### src/rtl/seq_divider.sv
// Sequential restoring divider: one quotient bit per CALC cycle, signed or unsigned,
// fixed latency independent of operand values.
module seq_divider #(
  parameter int unsigned WIDTH = 32,
  parameter int unsigned ITER  = WIDTH
) (
  input  logic             clk,
  input  logic             rst_n,
  input  logic             start,
  input  logic             sign_en,
  input  logic [WIDTH-1:0] dividend,
  input  logic [WIDTH-1:0] divisor,
  output logic             ready,
  output logic             busy,
  output logic             done,
  output logic [WIDTH-1:0] quotient,
  output logic [WIDTH-1:0] remainder
);

  localparam int unsigned   CntW    = (ITER > 1) ? $clog2(ITER) : 1;
  localparam logic [CntW-1:0] CntLast = CntW'(ITER - 1);

  typedef enum logic [1:0] {StIdle, StCalc, StAdj, StDone} state_e;

  state_e           state_q, state_d;
  logic [CntW-1:0]  cnt_q, cnt_d;
  // Dividend bits leave at the MSB while quotient bits enter at the LSB.
  logic [WIDTH-1:0] dvd_q, dvd_d;
  logic [WIDTH-1:0] dvs_q, dvs_d;
  logic [WIDTH-1:0] prem_q, prem_d;
  logic             sgn_q, sgn_d;
  logic             qneg_q, qneg_d;
  logic             rneg_q, rneg_d;
  logic             dz_q, dz_d;
  logic [WIDTH-1:0] quo_q, quo_d;
  logic [WIDTH-1:0] rem_q, rem_d;

  logic             accept;
  logic [WIDTH-1:0] abs_dvd, abs_dvs;
  logic [WIDTH:0]   trial, diff;

  assign accept  = start & ready;
  assign abs_dvd = (sign_en && dividend[WIDTH-1]) ? -dividend : dividend;
  assign abs_dvs = (sign_en && divisor[WIDTH-1])  ? -divisor  : divisor;
  // One restoring step: a borrow out of the WIDTH+1 bit subtract means "keep".
  assign trial   = {prem_q, dvd_q[WIDTH-1]};
  assign diff    = trial - {1'b0, dvs_q};

  assign ready     = (state_q == StIdle) || (state_q == StDone);
  assign busy      = (state_q == StCalc) || (state_q == StAdj);
  assign done      = (state_q == StDone);
  assign quotient  = quo_q;
  assign remainder = rem_q;

  // Next-state and datapath update for every register.
  always_comb begin
    state_d = state_q;
    cnt_d   = cnt_q;
    dvd_d   = dvd_q;
    dvs_d   = dvs_q;
    prem_d  = prem_q;
    sgn_d   = sgn_q;
    qneg_d  = qneg_q;
    rneg_d  = rneg_q;
    dz_d    = dz_q;
    quo_d   = quo_q;
    rem_d   = rem_q;
    unique case (state_q)
      StIdle, StDone: begin
        if (accept) begin
          state_d = StCalc;
          cnt_d   = '0;
          dvd_d   = abs_dvd;
          dvs_d   = abs_dvs;
          prem_d  = '0;
          sgn_d   = sign_en;
          qneg_d  = dividend[WIDTH-1] ^ divisor[WIDTH-1];
          rneg_d  = dividend[WIDTH-1];
          dz_d    = (divisor == '0);
        end else if (state_q == StDone) begin
          state_d = StIdle;
        end
      end
      StCalc: begin
        cnt_d  = cnt_q + 1'b1;
        prem_d = diff[WIDTH] ? trial[WIDTH-1:0] : diff[WIDTH-1:0];
        dvd_d  = {dvd_q[WIDTH-2:0], ~diff[WIDTH]};
        if (cnt_q == CntLast) begin
          state_d = StAdj;
        end
      end
      StAdj: begin
        // Divide-by-zero keeps the all-ones quotient regardless of signs.
        quo_d   = (sgn_q && qneg_q && !dz_q) ? -dvd_q : dvd_q;
        rem_d   = (sgn_q && rneg_q) ? -prem_q : prem_q;
        state_d = StDone;
      end
    endcase
  end

  // FSM state register.
  always_ff @(posedge clk or negedge rst_n) begin
    if (!rst_n) begin
      state_q <= StIdle;
    end else begin
      state_q <= state_d;
    end
  end

  // Datapath and result registers.
  always_ff @(posedge clk or negedge rst_n) begin
    if (!rst_n) begin
      cnt_q  <= '0;
      dvd_q  <= '0;
      dvs_q  <= '0;
      prem_q <= '0;
      sgn_q  <= 1'b0;
      qneg_q <= 1'b0;
      rneg_q <= 1'b0;
      dz_q   <= 1'b0;
      quo_q  <= '0;
      rem_q  <= '0;
    end else begin
      cnt_q  <= cnt_d;
      dvd_q  <= dvd_d;
      dvs_q  <= dvs_d;
      prem_q <= prem_d;
      sgn_q  <= sgn_d;
      qneg_q <= qneg_d;
      rneg_q <= rneg_d;
      dz_q   <= dz_d;
      quo_q  <= quo_d;
      rem_q  <= rem_d;
    end
  end

endmodule

### config.mk
export PLATFORM = sky130hd
export DESIGN_NAME = seq_divider
export DESIGN_NICKNAME = d
export VERILOG_FILES = /design/src/rtl/seq_divider.sv
export SDC_FILE = /design/constraint.sdc
export NUM_CORES = 1
export LEC_CHECK = 0
export ABC_AREA = 1
export BUFFER_PORTS_ARGS = -buffer_cell sky130_fd_sc_hd__buf_2
export CORE_ASPECT_RATIO = 2
export CORE_MARGIN = 2
export CORE_UTILIZATION = 50
export CTS_BUF_LIST = sky130_fd_sc_hd__clkbuf_8
export DETAILED_ROUTE_END_ITERATION = 10
export MAX_ROUTING_LAYER = met4
export PLACE_DENSITY = 0.72
export SLEW_MARGIN = 10
export SYNTH_ARGS = -nofsm -noshare
export SYNTH_HDL_FRONTEND = slang
export SYNTH_SLANG_ARGS = --single-unit
### constraint.sdc
create_clock -name clk -period 6.8 [get_ports clk]
set_clock_uncertainty 0.1 [all_clocks]
set_input_delay 1.36 -clock clk [delete_from_list [all_inputs] [get_ports clk]]
set_output_delay 1.36 -clock clk [all_outputs]
set_load 0.02 [all_outputs]
## Word level (Yosys, flattened, before mapping)

Cells that the tools add are included.

| cells by class | value |
|---|---|
| add/subtract/negate cells | 6 |
| bitwise operators | 3 |
| reduce and logical (&&, ||, !) cells | 15 |
| eq/ne operators | 7 |
| muxes and demuxes | 15 |

Operators by type and width:

| kind | number |
|---|---|
| $mux 32 | 7 |
| $neg 32->32 | 4 |
| $pmux 32 s2 | 2 |
| $sub 33x32->33 | 1 |
| $logic_not 32->1 | 1 |
| $pmux 5 s2 | 1 |
| $mux 2 | 3 |
| $pmux 2 s3 | 1 |
| $reduce_and 2->1 | 3 |
| $add 5x1->5 const B | 1 |
| $eq 5x5->1 const B | 1 |
| $logic_and 1x1->1 | 5 |
| $mux 5 | 1 |
| $eq 2x2->1 const B | 2 |
| $ne 3x3->1 const B | 1 |
| $eq 2x1->1 const B | 1 |
| $logic_not 2->1 | 1 |
| $logic_or 1x1->1 | 2 |
| $ne 2x1->1 const B | 1 |
| $ne 2x2->1 const B | 1 |
| $reduce_bool 2->1 | 1 |
| $reduce_or 2->1 | 1 |
| $and 1x1->1 | 1 |
| $logic_not 1->1 | 1 |
| other kinds (2) | 2 |

| word-level totals | value |
|---|---|
| word-level logic and storage cells | 57 |
| bits in registers | 171 |
| output and inout port bits | 67 |
| bits of input ports | 68 |

## Logic depth before layout (Yosys ltp)

| logic depth | value |
|---|---|
| depth after elaboration | 5 |
| gate-level depth with buffers | 18 |
| depth with buffers taken out | 17 |

## Worst setup path after synthesis

Ideal clock, no wire load.

| timing path | value |
|---|---|
| path type | input -> register |
| start | input dividend[0] |
| end | register dvd_q[24] |
| cell stages on the path | 11 |
| setup slack | 3,953 ps |
| library setup time | 117 ps |
| data required time | 6,583 ps |
| path buffers | 0 |
| arrival | 2,631 ps |
| cell sequence | inv_1 > ha_1 > nand3_1 > nor2_4 > nand2_1 > o21ai_2 > nand2_1 > o21ai_0 > nand3_1 > nand2_1 > nand2_1 |

| between the ends | value |
|---|---|
| word-level cells in the longest chain between the ends | 4 |

RTL lines:

| item | RTL line | RTL |
|---|---|---|
| start, declared | 11 | `input logic [WIDTH-1:0] dividend,` |
| $neg 32->32 | 43 | `assign abs_dvd = (sign_en && dividend[WIDTH-1]) ? -dividend : dividend;` |
| $mux 32 | 43 |  |
| $mux 32 | 70 | `if (accept) begin` |
| $pmux 32 s2 | 68 | `unique case (state_q)` |
| end signal, assigned | 125 | `dvd_q <= dvd_d;` |
| end, declared | 28 | `logic [WIDTH-1:0] dvd_q, dvd_d;` |

No other way between the ends. The select of a mux whose other input is x is not followed.
A chain may end at the register's enable or synchronous reset.

## Worst setup path after layout

| timing path | value |
|---|---|
| start | input start |
| end | register cnt_q[3] |

| between the ends | value |
|---|---|
| word-level cells in the longest chain between the ends | 3 |

RTL lines:

| item | RTL line | RTL |
|---|---|---|
| start, declared | 9 | `input logic start,` |
| $and 1x1->1 | 42 | `assign accept = start & ready;` |
| $ne 2x2->1 (no line) | - |  |
| $reduce_and 2->1 (no line) | - |  |
| end signal, assigned | 124 | `cnt_q <= cnt_d;` |
| end, declared | 26 | `logic [CntW-1:0] cnt_q, cnt_d;` |

No other way between the ends.

==> reports/qor.txt <==
Status - finished clean
Placed Cells - 2515
MaxCap Viol Count - 0
RSZ-0062 raised after global routing - no
Synth area leaders - dfrtp_1 (32%), nand2_1 (18%), inv_1 (7.8%), nand3_1 (7.1%), nor2_1 (5.8%)
Global placer's final weighted congestion - 0.988
Pwr Density - 352 mW/mm²
Peak VDD IR - 0.427 mV
Initial Utilization - 50.4%
Post-CTS Setup Inserts - 0
Post-CTS Hold Fix Bufs - 0
P&R area growth vs syn - 9.51%
CTS Buf Count - 17
Layout cell share with drive strength beyond 1 - 11.0%
Count of different cell masters after synthesis - 52
Max_slew headroom - 28.0%
Vias/cell - 5.30
Maximum net fanout on the critical path - 69
Via count of the first global-routing pass - 12472
Mapped Nets - 2197
Port bufs - 134
Sequential element share of the synthesized area - 31.8%
Vias - 13513
Synthesized area - 0.0135 mm²
CTS Buffer Depth - 2
Post-route cell area - 0.0147 mm²
CP endpoint kind - flip-flop
Slew of the pin with the lowest slew margin - 1.08 ns
First-pass GRT wire length - 65.7 mm
HP Class - reg -> reg
Die X - 120 µm
Most numerous cell in the Yosys netlist - nand2_1
Yosys top cell by area - dfrtp_1
Startpoint types - primary input
P_leak - 0.00796 µW
Endpoints failing setup - 0
Worst-path clk slew - 0.10 ns
GR Util All Layers - 30.1%
Top delay family on crit path - buffers and inverters
Hold slack - 0.387 ns
CTS sink cnt - 171
Pins Over Slew Limit - 0
Placed instance area - 0.0144 mm²
Root Buffer - clkbuf_8
Setup tns final - 0 ns
Total Wirelength - 40.2 mm
Hpwl dp - 31.7 mm
Max Fclk - 286 MHz
Async SR Flop Fraction - 100%
H-Tree Depth - 4
Final Net Count - 2296
Die Ht - 236 µm
Post-synth EDFFs - 0
Residual DRC - 0
Cell breakdown of the critical path - buf_2, nand2_1, buf_4, inv_2, a21oi_4, buf_4, inv_2, nand4_1, o22ai_1, a21oi_1
Yosys warnings - 0
Slowest CP cell - buf_4
Minimum clock period - 3.50 ns
Drt pass-1 iters - 7
Commonest cells post-synth - nand2_1 (635), inv_1 (279), nor2_1 (208)
Share of Yosys cell area claimed by the top area cell type - 31.8%
Routed wire per std cell - 15.8 µm
Total power - 5190 µW
Setup CP Type - in -> reg
Initial antenna violation count - 1
Critical Path RT - 7.12 ns
Syn Inst Count - 2087
Die Area - 0.0283 mm²
# resized after CTS - 0
Avg Cell Area, Syn - 6.45 µm²
Largest net degree at the start of global routing - 113
Seq cells post-synth - 171
Final worst path period share - 51.5%
Fin. Hold Viols - 0
Row cnt - 85
Iter 0 DRT Violations - 1127
CORE AREA - 0.0267 mm²
Final ANT Viol Nets - 0
Critical path buffers and inverters - 5
TritonCTS clock tree - yes
Num ports - 135
Max incr delay on CP - 0.58 ns
Finished Layout Cells - 2548
Synth Flop Type - dfrtp_1
Clk Latency, worst-skew pair - 0.49 ns
Worst Path Arrival - 3.82 ns
GR Overflow Total - 0
cells in the final DEF (no fill, tap or decap), types with 4 or more instances in the layout:
master    synthesis  routed
xor2_1           57      57
a31oi_1          27      27
clkinv_2          0       4
nand3_2          11      11
o21ai_1           8       8
nand2_4          14      14
nor2_1          208     207
o21bai_1          5       5
o31ai_1           5       5
o21ai_0         137     137
nand3b_1         14      14
and2_1            4       4
inv_2            15      15
xnor2_1          13      13
nor3_1           23      23
clkbuf_8          0      20
nand2_1         635     635
inv_1           279     280
ha_1             41      40
nand2_2          10      10
o211ai_1         11      11
buf_2             7     133
nand3_1         192     192
nand4_1          31      31
a21oi_1          73      73
dfrtp_1         171     171
buf_4             1       8
per-layer routing:
layer	global-route usage (%)	share of wire, %	wire length, µm
met1	41.7	46	18500
met2	44.1	45	18100
met3	3.87	5.0	2000
met4	12.6	4.1	1640
met5	-	0	0
layout make-up:
type | count | area [µm²]
Antenna cell | 1 | 2.50
Clock buffer | 20 | 275
Clock inverter | 12 | 86.3
Fill cell | 2728 | 12000
Inverter | 294 | 1100
Multi-Input combinational cell | 1560 | 7820
Sequential cell | 171 | 4280
Tap cell | 348 | 435
Timing Repair Buffer | 142 | 737
worst paths after layout:
check | from | to | slack, ns | cells after the start
setup / recovery | start | cnt_q[3] | 3.30 | 10
hold / removal | quotient[25] | quotient[25] | 0.39 | 2
setup reg to reg | state_q[0] | cnt_q[3] | 3.48 | 11
hold reg to reg | quotient[25] | quotient[25] | 0.39 | 2
max in group asynchronous | rst_n | quotient[25] | 4.31 | 2
min in group asynchronous | rst_n | dvs_q[6] | 0.92 | 1
power by group:
group / switching, µW / leakage, µW / internal [µW]
sequential: 308 / 0.00218 / 1390
combinational: 1960 / 0.00559 / 857
clock: 397 / 0.000193 / 285
tightest hold or removal path, delay by kind of cell, from the launching register on:
kind / cells / cell delay (ns)
and+or+nand+nor: 2 / 0.11
DFF: 1 / 0.35
sequential cells by signal, indices dropped and copies added (netlist names):
register	cells
dvd_q	32
remainder	32
quotient	32
rneg_q	1
sgn_q	1
dvs_q	32
cnt_q	5
qneg_q	1
state_q	2
dz_q	1
prem_q	32
logic make-up after synthesis:
kind of cell	after synthesis	share of synthesized area [%]
AND/OR/NAND/NOR	1163	37.7
XOR/XNOR	70	4.56
flip-flops	171	31.8
AO/OA/AOI/OAI	285	11.8
adder cells (fa/ha/maj)	42	3.96
buffers and inverters	356	10.2
metrics by stage:
step           util (%)  worst slack (ns)
5_1_grt            55.2              3.10
3_3_place_gp       53.8              2.82
4_1_cts            55.2              3.34
6_report           55.2              3.30
3_5_place_dp       53.8              2.81
2_1_floorplan         -              3.95
Note: power is estimated with default switching activity, not from simulation.
